[config.mk]
export PLATFORM = sky130hd
export DESIGN_NAME = sid_svf_serial
export DESIGN_NICKNAME = d
export VERILOG_FILES = /design/src/rtl/sid_svf_serial.sv
export SDC_FILE = /design/constraint.sdc
export NUM_CORES = 1
export LEC_CHECK = 0
export ABC_CLOCK_PERIOD_IN_PS = 8550
export BUFFER_PORTS_ARGS = -buffer_cell sky130_fd_sc_hd__clkbuf_2
export CORE_MARGIN = 4
export CORE_UTILIZATION = 59
export CTS_BUF_LIST = sky130_fd_sc_hd__clkbuf_8
export DETAILED_ROUTE_END_ITERATION = 8
export GPL_ROUTABILITY_DRIVEN = 0
export PLACE_DENSITY = 0.84
export SETUP_SLACK_MARGIN = 0.5
export SYNTH_ARGS = -nofsm -noshare
export SYNTH_HDL_FRONTEND = slang
export SYNTH_SLANG_ARGS = --single-unit
[constraint.sdc]
create_clock -name clk -period 8.55 [get_ports clk]
set_input_delay 0.855 -clock clk [delete_from_list [all_inputs] [get_ports clk]]
set_output_delay 0.855 -clock clk [all_outputs]
set_load 0.1 [all_outputs]
[src/rtl/sid_svf_serial.sv]
// Chamberlin state-variable filter (HP/BP/LP) with bit-serial shift-add multiplies, saturating
// additive mode mix, volume scaling and a one-cycle out_valid strobe. Optional: SID_SVF_CLIP_CNT_EN.
module sid_svf_serial #(
    parameter int DATA_W  = 8,
    parameter int FC_W    = 11,
    parameter int FC_FRAC = 14,
    parameter int STATE_W = 16
) (
    input  logic              clk,
    input  logic              rst,
    input  logic [DATA_W-1:0] sample_in,
    input  logic              sample_valid,
    input  logic [FC_W-1:0]   fc,
    input  logic [3:0]        res,
    input  logic              filt_en,
    input  logic [2:0]        mode,
    input  logic [3:0]        vol,
    output logic [DATA_W-1:0] sample_out,
    output logic              out_valid,
    output logic              busy,
    output logic              overrun,
    output logic [7:0]        clip_cnt
);

    localparam int G  = STATE_W - DATA_W - 2;
    localparam int PW = STATE_W + FC_W;
    localparam int WW = PW + 2;
    localparam int CW = $clog2(FC_W + 1);

    localparam logic signed [WW-1:0] ST_MAX = WW'((64'sd1 <<< (STATE_W - 1)) - 64'sd1);
    localparam logic signed [WW-1:0] ST_MIN = ~ST_MAX;
    localparam logic signed [WW-1:0] D_MAX  = WW'((64'sd1 <<< (DATA_W - 1)) - 64'sd1);
    localparam logic signed [WW-1:0] D_MIN  = ~D_MAX;
    localparam logic signed [WW-1:0] HALF_W = WW'(64'sd1 <<< (DATA_W - 1));

    typedef enum logic [2:0] {
        S_IDLE, S_DAMP, S_MUL_BP, S_MUL_LP, S_MIX, S_VOL
    } state_t;

    function automatic logic signed [STATE_W-1:0] sat_st(input logic signed [WW-1:0] v);
        if (v > ST_MAX) return ST_MAX[STATE_W-1:0];
        if (v < ST_MIN) return ST_MIN[STATE_W-1:0];
        return v[STATE_W-1:0];
    endfunction

    function automatic logic signed [DATA_W-1:0] sat_dw(input logic signed [WW-1:0] v);
        if (v > D_MAX) return D_MAX[DATA_W-1:0];
        if (v < D_MIN) return D_MIN[DATA_W-1:0];
        return v[DATA_W-1:0];
    endfunction

    function automatic logic signed [WW-1:0] sext_st(input logic signed [STATE_W-1:0] v);
        return {{(WW-STATE_W){v[STATE_W-1]}}, v};
    endfunction

    function automatic logic signed [WW-1:0] sext_dw(input logic signed [DATA_W-1:0] v);
        return {{(WW-DATA_W){v[DATA_W-1]}}, v};
    endfunction

    state_t                    state_q;
    logic [DATA_W-1:0]         smp_q;
    logic [DATA_W-1:0]         sample_out_q;
    logic                      out_valid_q;
    logic [FC_W-1:0]           fc_q;
    logic [FC_W-1:0]           mplier_q;
    logic [3:0]                res_q;
    logic [3:0]                vol_q;
    logic [2:0]                mode_q;
    logic signed [STATE_W-1:0] hp_q;
    logic signed [STATE_W-1:0] bp_q;
    logic signed [STATE_W-1:0] lp_q;
    logic signed [PW-1:0]      acc_q;
    logic signed [PW-1:0]      mcand_q;
    logic [CW-1:0]             bit_cnt_q;

    logic                      accept;
    logic                      bypass;
    logic                      last_bit;
    logic [3:0]                q_w;
    logic signed [WW-1:0]      x_w;
    logic signed [WW-1:0]      bpq_w;
    logic signed [WW-1:0]      d_w;
    logic signed [WW-1:0]      hp_sum_w;
    logic signed [STATE_W-1:0] hp_d;
    logic signed [PW-1:0]      acc_d;
    logic signed [WW-1:0]      prod_w;
    logic signed [WW-1:0]      upd_sum_w;
    logic signed [STATE_W-1:0] upd_d;
    logic signed [WW-1:0]      lp_sh_w;
    logic signed [WW-1:0]      bp_sh_w;
    logic signed [WW-1:0]      hp_sh_w;
    logic signed [WW-1:0]      mix_sum_w;
    logic signed [DATA_W-1:0]  mix_d;
    logic [DATA_W-1:0]         u_w;
    logic [DATA_W-1:0]         sample_out_d;

    always_comb begin
        accept    = sample_valid && (state_q == S_IDLE);
        bypass    = !filt_en || (mode == 3'b000);
        last_bit  = (bit_cnt_q == CW'(FC_W - 1));
        q_w       = (res_q == 4'hF) ? 4'd1 : 4'd15 - res_q;

        // Offset-binary sample to signed, aligned onto the integrator's fractional grid.
        x_w       = ({{(WW-DATA_W){1'b0}}, smp_q} - HALF_W) <<< G;
        bpq_w     = sext_st(bp_q) * $signed({{(WW-4){1'b0}}, q_w});
        d_w       = bpq_w >>> 3;
        hp_sum_w  = x_w - sext_st(lp_q) - d_w;
        hp_d      = sat_st(hp_sum_w);

        // One multiplier bit per cycle; the final shift is arithmetic, so the product floors.
        acc_d     = acc_q + (mplier_q[0] ? mcand_q : {PW{1'b0}});
        prod_w    = $signed({{(WW-PW){acc_d[PW-1]}}, acc_d}) >>> FC_FRAC;
        upd_sum_w = sext_st((state_q == S_MUL_BP) ? bp_q : lp_q) + prod_w;
        upd_d     = sat_st(upd_sum_w);

        lp_sh_w   = sext_st(lp_q) >>> G;
        bp_sh_w   = sext_st(bp_q) >>> G;
        hp_sh_w   = sext_st(hp_q) >>> G;
        mix_sum_w = '0;
        if (mode_q[0]) mix_sum_w = mix_sum_w + sext_dw(sat_dw(lp_sh_w));
        if (mode_q[1]) mix_sum_w = mix_sum_w + sext_dw(sat_dw(bp_sh_w));
        if (mode_q[2]) mix_sum_w = mix_sum_w + sext_dw(sat_dw(hp_sh_w));
        mix_d     = sat_dw(mix_sum_w);
        u_w       = {~mix_d[DATA_W-1], mix_d[DATA_W-2:0]};
        sample_out_d = DATA_W'(({4'b0000, u_w} * {{DATA_W{1'b0}}, vol_q}) >> 4);
    end

    always_ff @(posedge clk) begin
        if (rst) begin
            state_q      <= S_IDLE;
            smp_q        <= '0;
            sample_out_q <= '0;
            out_valid_q  <= 1'b0;
            fc_q         <= '0;
            mplier_q     <= '0;
            res_q        <= '0;
            vol_q        <= '0;
            mode_q       <= '0;
            hp_q         <= '0;
            bp_q         <= '0;
            lp_q         <= '0;
            acc_q        <= '0;
            mcand_q      <= '0;
            bit_cnt_q    <= '0;
        end else begin
            out_valid_q <= 1'b0;
            case (state_q)
                S_IDLE: begin
                    if (accept) begin
                        if (bypass) begin
                            sample_out_q <= sample_in;
                            out_valid_q  <= 1'b1;
                        end else begin
                            smp_q   <= sample_in;
                            fc_q    <= fc;
                            res_q   <= res;
                            mode_q  <= mode;
                            vol_q   <= vol;
                            state_q <= S_DAMP;
                        end
                    end
                end
                S_DAMP: begin
                    hp_q      <= hp_d;
                    mcand_q   <= {{FC_W{hp_d[STATE_W-1]}}, hp_d};
                    mplier_q  <= fc_q;
                    acc_q     <= '0;
                    bit_cnt_q <= '0;
                    state_q   <= S_MUL_BP;
                end
                S_MUL_BP, S_MUL_LP: begin
                    acc_q     <= acc_d;
                    mcand_q   <= mcand_q <<< 1;
                    mplier_q  <= mplier_q >> 1;
                    bit_cnt_q <= bit_cnt_q + CW'(1);
                    if (last_bit) begin
                        acc_q     <= '0;
                        bit_cnt_q <= '0;
                        if (state_q == S_MUL_BP) begin
                            bp_q     <= upd_d;
                            mcand_q  <= {{FC_W{upd_d[STATE_W-1]}}, upd_d};
                            mplier_q <= fc_q;
                            state_q  <= S_MUL_LP;
                        end else begin
                            lp_q    <= upd_d;
                            state_q <= S_MIX;
                        end
                    end
                end
                S_MIX: begin
                    sample_out_q <= sample_out_d;
                    out_valid_q  <= 1'b1;
                    state_q      <= S_VOL;
                end
                S_VOL: begin
                    state_q <= S_IDLE;
                end
                default: state_q <= S_IDLE;
            endcase
        end
    end

    assign sample_out = sample_out_q;
    assign out_valid  = out_valid_q;
    assign busy       = (state_q != S_IDLE);
    assign overrun    = sample_valid && busy;

`ifdef SID_SVF_CLIP_CNT_EN
    function automatic logic ovf_st(input logic signed [WW-1:0] v);
        return (v > ST_MAX) || (v < ST_MIN);
    endfunction

    function automatic logic ovf_dw(input logic signed [WW-1:0] v);
        return (v > D_MAX) || (v < D_MIN);
    endfunction

    logic       clip_q;
    logic       clip_evt;
    logic [7:0] clip_cnt_q;

    // Every clamp within one sample collapses into a single event, counted at mix time.
    always_comb begin
        clip_evt = clip_q || ovf_dw(mix_sum_w)
                || (mode_q[0] && ovf_dw(lp_sh_w))
                || (mode_q[1] && ovf_dw(bp_sh_w))
                || (mode_q[2] && ovf_dw(hp_sh_w));
    end

    always_ff @(posedge clk) begin
        if (rst) begin
            clip_q     <= 1'b0;
            clip_cnt_q <= '0;
        end else begin
            case (state_q)
                S_IDLE:   if (accept) clip_q <= 1'b0;
                S_DAMP:   if (ovf_st(hp_sum_w)) clip_q <= 1'b1;
                S_MUL_BP,
                S_MUL_LP: if (last_bit && ovf_st(upd_sum_w)) clip_q <= 1'b1;
                S_MIX:    if (clip_evt && (clip_cnt_q != 8'hFF)) clip_cnt_q <= clip_cnt_q + 8'd1;
                default:  ;
            endcase
        end
    end

    assign clip_cnt = clip_cnt_q;
`else
    assign clip_cnt = 8'd0;
`endif

endmodule
# After elaboration in Yosys (flattened, before gate mapping)
# Index checks and enable logic that the tools add are counted.
dict set report op_classes {
  n_mul 2
  bitwise 3
  order_cmp 12
  n_mux 77
  eq_ne 10
  addsub 9
  reduce_logical 15
}
# cell count
set op_table {}
lappend op_table {{$mux 8} 20}
lappend op_table {{$mux 16} 9}
lappend op_table {{$mux 27} 4}
lappend op_table {{$pmux 27 s2} 2}
lappend op_table {{$mux 29} 3}
lappend op_table {{$add 29x8->29} 2}
lappend op_table {{$gt 10x8->1 const B} 3}
lappend op_table {{$lt 10x8->1 const B} 3}
lappend op_table {{$gt 29x8->1 const B} 1}
lappend op_table {{$lt 29x8->1 const B} 1}
lappend op_table {{$add 27x27->27} 1}
lappend op_table {{$mux 1} 26}
lappend op_table {{$mux 11} 2}
lappend op_table {{$pmux 11 s2} 1}
lappend op_table {{$mul 16x5->21} 1}
lappend op_table {{$gt 19x16->1 const B} 1}
lappend op_table {{$lt 19x16->1 const B} 1}
lappend op_table {{$sub 17x18->19} 1}
lappend op_table {{$add 16x13->17} 1}
lappend op_table {{$gt 17x16->1 const B} 1}
lappend op_table {{$lt 17x16->1 const B} 1}
lappend op_table {{$sub 15x16->17} 1}
lappend op_table {{$pmux 8 s2} 1}
lappend op_table {{$reduce_and 3->1} 5}
lappend op_table {{22 further kinds} 36}
dict set report totals {
  reg_bits 159
}

# Logic depth before layout (Yosys ltp)
# Gate-level depths: netlist of run 1.
dict set report depth {
  word_depth 20
  depth_mapped 45
  depth_no_buf 43
}

# Least setup slack after synthesis of run 1
# Ideal clock, no wire load.
dict set report synth_timing {
  path_kind {flip-flop to flip-flop}
  from {reg lp_q[15]}
  to {reg sample_out_q[5] (netlist: sample_out[5])}
  path_stages_with_launch 43
  setup_slack_ns 0.131
  arrival_time_ns 8.278
  path_buffers 2
  cell_sequence {dfxtp_1 -> nor2_1 -> o21ai_0 -> inv_1 -> ha_1 -> a21oi_1 -> o21a_1 -> nor2_1 -> nor2_1 -> nor2b_1 -> o21ai_0 -> nand2b_1 -> a21o_1 -> fa_1 -> nand2_1 -> nand2_1 -> ha_1 -> clkbuf_1 -> [7 not listed] -> nand3_1 -> and2_1 -> clkbuf_1 -> o21ai_0 -> and2_1 -> fa_1 -> inv_1 -> fa_1 -> inv_1 -> ha_1 -> inv_1 -> a21oi_1 -> o21a_1 -> nor2b_1 -> o21a_1 -> o32ai_2 -> xnor2_1 -> a21oi_1}
}
dict set report synth_between {
  elab_chain_len 19
  elab_cells_between_ends 26
  classes_between {2 x add/sub; 1 x mul; 4 x order compare; 18 x mux; 1 x bitwise}
}
# item line
set synth_rtl {}
lappend synth_rtl {{start: declaration} 71} ;# logic signed [STATE_W-1:0] lp_q;
lappend synth_rtl {{start signal: assignment} 185} ;# lp_q <= upd_d;
lappend synth_rtl {{$lt 10x8->1} 48} ;# if (v < D_MIN) return D_MIN[DATA_W-1:0];
lappend synth_rtl {{$mux 1 (2 in a row)} 48}
lappend synth_rtl {{$mux 1} 120} ;# if (mode_q[0]) mix_sum_w = mix_sum_w + sext_dw(sat_dw(lp_sh_w));
lappend synth_rtl {{$mux 8} 49} ;# return v[DATA_W-1:0];
lappend synth_rtl {{$mux 8 (*)} 48}
lappend synth_rtl {{$mux 29 (*)} 120}
lappend synth_rtl {{$add 29x8->29} 121} ;# if (mode_q[1]) mix_sum_w = mix_sum_w + sext_dw(sat_dw(bp_sh_w));
lappend synth_rtl {{$mux 29 (*)} 121}
lappend synth_rtl {{$add 29x8->29} 122} ;# if (mode_q[2]) mix_sum_w = mix_sum_w + sext_dw(sat_dw(hp_sh_w));
lappend synth_rtl {{$mux 29 (*)} 122}
lappend synth_rtl {{$lt 29x8->1} 48}
lappend synth_rtl {{$mux 1 (2 in a row)} 48}
lappend synth_rtl {{$mux 8} 49}
lappend synth_rtl {{$mux 8 (*)} 48}
lappend synth_rtl {{$not 1->1} 124} ;# u_w = {~mix_d[DATA_W-1], mix_d[DATA_W-2:0]};
lappend synth_rtl {{$mul 8x4->12 (*)} 125} ;# sample_out_d = DATA_W'(({4'b0000, u_w} * {{DATA_W{1'b0}}, vol_q}) >> 4);
lappend synth_rtl {{$pmux 8 s2 (*)} 147} ;# case (state_q)
lappend synth_rtl {{end signal: assignment} 151} ;# sample_out_q <= sample_in;
lappend synth_rtl {{end signal: assignment} 191} ;# sample_out_q <= sample_out_d;
lappend synth_rtl {{end: declaration} 62} ;# logic [DATA_W-1:0] sample_out_q;
# Mark *: on every way between the ends. The rest lies on a longest branch, timed or not. The select of a mux whose other input is x is not followed.
# A chain may end at the register's enable or synchronous reset.

# Worst setup path after layout of run 1
dict set report layout_timing {
  from {reg mode_q[0]}
  to {reg sample_out_q[6] (netlist: sample_out[6])}
}
dict set report layout_between {
  elab_chain_len 13
  elab_cells_between_ends 16
  classes_between {2 x add/sub; 1 x mul; 2 x order compare; 10 x mux; 1 x bitwise}
}
# item line
set layout_rtl {}
lappend layout_rtl {{start: declaration} 68} ;# logic [2:0] mode_q;
lappend layout_rtl {{start signal: assignment} 157} ;# mode_q <= mode;
lappend layout_rtl {{$mux 29 (*)} 120}
lappend layout_rtl {{$add 29x8->29} 121}
lappend layout_rtl {{$mux 29 (*)} 121}
lappend layout_rtl {{$add 29x8->29} 122}
lappend layout_rtl {{$mux 29 (*)} 122}
lappend layout_rtl {{$lt 29x8->1} 48}
lappend layout_rtl {{$mux 1 (2 in a row)} 48}
lappend layout_rtl {{$mux 8} 49}
lappend layout_rtl {{$mux 8 (*)} 48}
lappend layout_rtl {{$not 1->1} 124}
lappend layout_rtl {{$mul 8x4->12 (*)} 125}
lappend layout_rtl {{$pmux 8 s2 (*)} 147}
# Marks and branches as above.

==> results of run 1 <==
==> stage by stage <==
step	std cells	setup TNS, ns	utilization [%]
final	2507	0	68.8
after CTS	2491	0	67.0
after global routing	2507	-1.10	68.8
after detailed placement	2425	-0.829	63.2
after global placement	2425	0	63.2
after floorplan	2098	0	-
==> critical path, delay by kind of cell (launching register included) <==
kind                     cells  cell delay, ns
AO/OA/AOI/OAI               19            3.61
adder cells (fa/ha/maj)      6            2.38
AND/OR/NAND/NOR             10            1.46
buffers and inverters        6            0.57
flip-flops                   1            0.40
==> layout by cell type (no fill, tap or decap), types with 12 or more instances in the layout <==
cell	instances
clkbuf_8	17
nand3_1	36
a211oi_1	55
buf_4	97
and2_1	58
o21ai_0	83
mux2_2	25
o211ai_1	20
ha_4	13
o21bai_1	17
clkbuf_2	43
mux2i_1	28
a22oi_1	23
a21o_1	34
nand2_1	215
nor2b_1	46
a21oi_1	148
xnor2_1	63
nor2_1	207
nor3_1	36
ha_1	139
fa_1	64
dfxtp_1	146
nand4_1	12
nand2b_1	36
a31oi_1	14
inv_1	165
o21a_1	34
xor2_1	26
==> what timing repair did <==
item,4_1_cts,5_1_grt
endpoints found under the setup margin,8,32
setup buffers,34,16
cloned,0,0
resized for setup,89,63
pin swaps,50,40
==> kinds of logic (layout without fill, tap and decap cells) <==
kind of cell | after synthesis | in the layout | share of synthesized area [%]
adder cells (fa/ha/maj) | 220 | 220 | 20.4
AND/OR/NAND/NOR | 735 | 735 | 21.6
other | 1 | 8 | 0.0235
XOR/XNOR | 92 | 92 | 5.05
buffers and inverters | 274 | 348 | 6.66
flip-flops | 153 | 153 | 19.2
multiplexers | 53 | 53 | 3.52
AO/OA/AOI/OAI | 563 | 563 | 23.5
==> power groups by stage <==
stage          logic, uW  clock network, uW  registers [uW]
2_1_floorplan        297                  0             793
3_3_place_gp         402                  0             782
3_5_place_dp         415                  0             783
4_1_cts              448                579             766
5_1_grt              525                610             770
6_report             491                578             767
==> worst paths after layout <==
check	startpoint	end	slack, ns	depth (start not counted)
worst max register to register	mode_q[0]	sample_out[6]	0.03	41
worst min-delay path	fc_q[2]	fc_q[2]	0.46	2
worst max-delay path	mode_q[0]	sample_out[6]	0.03	41
worst min register to register	fc_q[2]	fc_q[2]	0.46	2
==> area by class of cell <==
type / count / area (um2) / share of cell area (%)
Inverter: 174 / 656 / 3.62
Clock inverter: 15 / 169 / 0.932
Sequential cell: 153 / 3080 / 17.0
Multi-Input combinational cell: 1671 / 12600 / 69.5
Tap cell: 335 / 419 / 2.31
Timing Repair Buffer: 142 / 966 / 5.33
Clock buffer: 17 / 234 / 1.29
==> cells in the mapped netlist, types with 48 or more instances <==
library cell  count  share of area [%]
nand2_1         227                5.3
nor2_1          213                5.0
inv_1           174                4.1
a21oi_1         162                5.1
dfxtp_1         153                 19
ha_1            153                 12
o21ai_0          94                2.9
clkbuf_1         87                2.0
fa_1             67                8.4
xnor2_1          65                3.6
and2_1           64                2.5
a211oi_1         56                2.6
nor2b_1          48                1.9
==> registers in the layout, summed over array words and instances, names as in the netlist, 4 cells and up <==
signal / cells
acc_q: 27
res_q: 4
vol_q: 4
sample_out: 8
bit_cnt_q: 4
smp_q: 8
lp_q: 16
bp_q: 16
hp_q: 10
mcand_q: 27
fc_q: 11
mplier_q: 11
==> per-layer routing <==
metal	part of all wire, %	up-vias
li1	-	7408
met1	39	7557
met2	47	932
met3	9.2	230
met4	4.7	0
met5	0	-
==> flow_metrics.tcl, run 1 <==
set metrics [dict create \
    status "complete, no violations" \
    drcViolationCount 0 \
    synth_seq_area_share_pct 19.2 \
    grt_pass1_vias 15400 \
    grt_most_used_layer "met2" \
    die-area_um2 29700 \
    seq_power_share_pct 41.8 \
    io_buffers 44 \
    min-delay-path-class "reg -> reg" \
    num_rows 59 \
    track_usage_pct 30.6 \
    max_slew_margin_pct 16.5 \
    use_met1_pct 39.1 \
    io-pin-count 53 \
    arrival_ns 8.90 \
    p_int_uw 1180 \
    endpoint_kind "register" \
    htree_levels 4 \
    clk_pin_slew_ns 0.10 \
    antenna_found_initial 0 \
    dp.final_hpwl_mm 33.6 \
    post-route-period-util_pct 99.7 \
    gr-total-overflow 0 \
    netlist_instances 2091 \
    clockRootBuffer "clkbuf_8" \
    fin_nets 2413 \
    grt_max_degree 89 \
    finalCriticalPeriod_ns 8.52 \
    whs_ns 0.458 \
    clock-sinks 153 \
    vias_per_cell 6.43 \
    crit_path_frequent_cell "inv_2" \
    start_util_pct 60.5 \
    power_density_nw_per_um2 101 \
    clk_path_buf_depth 2 \
    p_sw_share_pct 35.5 \
    postSynthAreaPerCell_um2 7.63 \
    slew_viol_final 0 \
    cts_hold_buffers 0 \
    pwr-share-clk_pct 31.5 \
    wl_mm 48.2 \
    area_delta_synth_final_pct 13.6 \
    finalPower_uw 1840 \
    num_antenna_cells 0 \
    fill_cells 1950 \
    cp-start-kind "register" \
    die_height_um 172 \
    async_flop_share_pct 0 \
    use_met2_pct 51.7 \
    share_comb_of_total_power_pct 26.7 \
    ir_drop_mv 0.129 \
    ys_warn_count 0 \
    synth-edff-count 0 \
    cts_tree "built" \
    rsz0062_at_grt "true" \
    leakagePower_uw 0.00819 \
    design.core.area_um2 26400 \
    synth_area_um2 16000 \
    clock_skew_ns 0.0200 \
    drt_iter0_drc 1787 \
    synthFlopType "dfxtp_1" \
    met3_usage_pct 4.87 \
    clk-insertion-delay-late_ns 0.48 \
    grt_pass1_wl_mm 75.1 \
    maxCapViolations 0 \
    worst_path_max_delay_cell "fa_1" \
    yosysUniqueCellTypes 79 \
    dr.pass1.iters 8 \
    path_class "reg -> reg" \
    wl_per_cell_um 19.2 \
    cpPeakStageDelay_ns 0.57 \
    detail-route-antenna-nets 0 \
    ys_seq_elements 153 \
    dieWidth_um 172 \
    place_area_um2 16700 \
    cp_max_fo 6 \
    netSwitchingPower_uw 652 \
    via_count 16100 \
    numCtsBuffers 17 \
    setup_viol 0 \
    drive_gt1_share_pct 15.9 \
    worst_slack_ns 0.0282 \
    place_worst_setup_slack_ns -0.267 \
    final_area_um2 18100 \
    worstPathRequired_ns 8.93 \
    max_slew.worst_pin.slew_ns 1.25 \
    fmax_mhz 117 \
    hold_violations 0 \
]
Note: power is estimated with default switching activity, not from simulation.
==> run 2, diff against run 1 <==
==> constraint.sdc (replaced) <==
create_clock -name clk -period 8.55 [get_ports clk]
set_input_delay 0 -clock clk [delete_from_list [all_inputs] [get_ports clk]]
set_output_delay 0 -clock clk [all_outputs]
set_load 0.1 [all_outputs]
==> run 2 against run 1 <==
Net effect:
- power grew 1.6%
- combinational power increased by 4.7%
- the flow now finishes with violations (negative hold slack, negative setup slack)
- final area up 1.9%
- worst hold slack got worse by 0.46 ns
- sequential share of layout area shrank 0.32 points
- sequential power is essentially flat
- largest power group unchanged
- non-clock buffer count rose by 41
- largest cell class unchanged
- fmax shrank 1.9%
==> flow_metrics.tcl, run 2 (synthesis gave the netlist of run 1 again) <==
set metrics [dict create \
    clk-insertion-delay-late_ns 0.50 \
    via_count 16700 \
    drt_iter0_drc 2086 \
    rrSetupSlack_ns -0.14 \
    clockRootBuffer "clkbuf_8" \
    clock_skew_ns 0.0278 \
    clk_path_buf_depth 2 \
    netSwitchingPower_uw 669 \
    clk_pin_slew_ns 0.10 \
    p_sw_share_pct 35.9 \
    slew_viol_final 0 \
    grt_max_degree 89 \
    crit_family "simple AND/OR/NAND/NOR gates" \
    die_height_um 172 \
    dp.final_hpwl_mm 33.6 \
    share_comb_of_total_power_pct 27.6 \
    pwr-share-clk_pct 31.3 \
    r2r-end "sample_out[6]" \
    final_area_um2 18500 \
    post-route-period-util_pct 102 \
    violations "negative hold slack, negative setup slack" \
    vias_per_cell 6.54 \
    ff2ff_path_depth 45 \
    wl_mm 50.2 \
    io-pin-count 53 \
    grt_pass1_wl_mm 78.6 \
    max_slew_margin_pct 10.8 \
    fin_nets 2455 \
    drcViolationCount 0 \
    path_class "reg -> reg" \
    max_slew.worst_pin.slew_ns 1.33 \
    numCtsBuffers 17 \
    worstPathRequired_ns 8.94 \
    reg.largest.list "acc_q (27), mcand_q (27)" \
    dr.pass1.iters 7 \
    hold_end "fc_q[5]" \
    cp_max_fo 6 \
    fmax_mhz 115 \
    seq_power_share_pct 41.2 \
    cp_num_cells 45 \
    power_density_nw_per_um2 101 \
    leakagePower_uw 0.00834 \
    final_common_cell "nand2_1" \
    die-area_um2 29700 \
    worst_slack_ns -0.138 \
    path_buf_inv 8 \
    htree_levels 4 \
    min-delay-path-class "in -> reg" \
    timing.rr.start "lp_q[13]" \
    io_buffers 44 \
    grt_pass1_vias 15900 \
    cpPeakStageDelay_ns 0.52 \
    crit_path_frequent_cell "inv_2" \
    maxCapViolations 0 \
    ir_drop_mv 0.135 \
    mostFrequentLayoutCells "nand2_1 (214), nor2_1 (207), inv_1 (165)" \
    finalCriticalPeriod_ns 8.69 \
    wl_per_cell_um 19.7 \
    min-delay-start "sample_valid" \
    place_area_um2 16700 \
    cp-start-kind "register" \
    min_path_cells 5 \
    drive_gt1_share_pct 15.5 \
    gr-total-overflow 0 \
    start_util_pct 60.5 \
    arrival_ns 9.08 \
    setup_viol 5 \
    cts_tree "built" \
    p_int_uw 1200 \
    status "finished with violations" \
    endpoint_kind "register" \
    design.core.area_um2 26400 \
    clock-sinks 153 \
    area_delta_synth_final_pct 15.8 \
    setup_tns_ns -0.591 \
    track_usage_pct 32.1 \
    dieWidth_um 172 \
    whs_ns -0.00146 \
    num_rows 59 \
    hold_violations 1 \
    rsz0062_at_grt "true" \
    antenna_found_initial 0 \
    detail-route-antenna-nets 0 \
    worst_path_max_delay_cell "or4b_4" \
]
==> run 2: area by class of cell <==
class | count | area, um2
tap | 335 | 419
clock inverter | 15 | 169
clock buffer | 17 | 234
multi-input combinational | 1672 | 12600
timing repair buffer | 183 | 1370
sequential | 153 | 3080
inverter | 174 | 653
fill | 1862 | 7880
antenna | 1 | 2.50
==> run 2: timing repair <==
action | 4_1_cts | 5_1_grt
buffers inserted | 34 | 18
pin swaps | 50 | 46
cloned | 0 | 1
resized for setup | 89 | 53
hold buffers | 39 | 0
endpoints found under the setup margin | 8 | 33
hold endpoints to repair | 39 | 0
==> run 2: per-layer routing <==
layer	track usage, %	vias to the layer above	share of wire (%)
met3	5.90	290	9.4
met4	15.2	0	5.8
met5	0	-	0
met1	39.5	7794	38
met2	54.4	1091	47
li1	-	7494	-
==> run 2: how the worst max path moves through the flow <==
| stage | slack (ns) | to | from |
|---|---|---|---|
| after floorplan | 0.52 | sample_out[6] | bp_q[14] |
| after global placement | 0.07 | sample_out[6] | lp_q[13] |
| after detailed placement | -0.27 | sample_out[6] | lp_q[13] |
| after CTS | 0.49 | sample_out[5] | lp_q[13] |
| after global routing | -0.42 | sample_out[5] | bp_q[6] |
| final | -0.14 | sample_out[6] | lp_q[13] |
==> run 2: through the flow <==
| step | util (%) | total power [uW] | setup slack, ns | instances |
|---|---|---|---|---|
| 2_1_floorplan | - | 1090 | 0.522 | 2098 |
| 3_3_place_gp | 63.2 | 1180 | 0.0715 | 2425 |
| 3_5_place_dp | 63.2 | 1200 | -0.267 | 2425 |
| 4_1_cts | 68.5 | 1810 | 0.488 | 2530 |
| 5_1_grt | 70.1 | 1930 | -0.419 | 2549 |
| 6_report | 70.1 | 1870 | -0.138 | 2550 |
==> run 2: power by group through the flow <==
stage | Sequential [uW] | Clock (uW) | Combinational, uW
6_report | 768 | 583 | 514
5_1_grt | 771 | 612 | 546
4_1_cts | 766 | 579 | 461
3_5_place_dp | 783 | 0 | 415
3_3_place_gp | 782 | 0 | 402
2_1_floorplan | 793 | 0 | 297
==> run 2: worst reg2reg max path, delay by kind of cell (launching register included) <==
family | cells | cell delay (ns)
simple gates | 16 | 2.49
compound gates | 14 | 2.34
fa+ha+maj | 6 | 2.10
buf+inv | 8 | 1.01
flops | 1 | 0.39
xor+xnor | 1 | 0.28
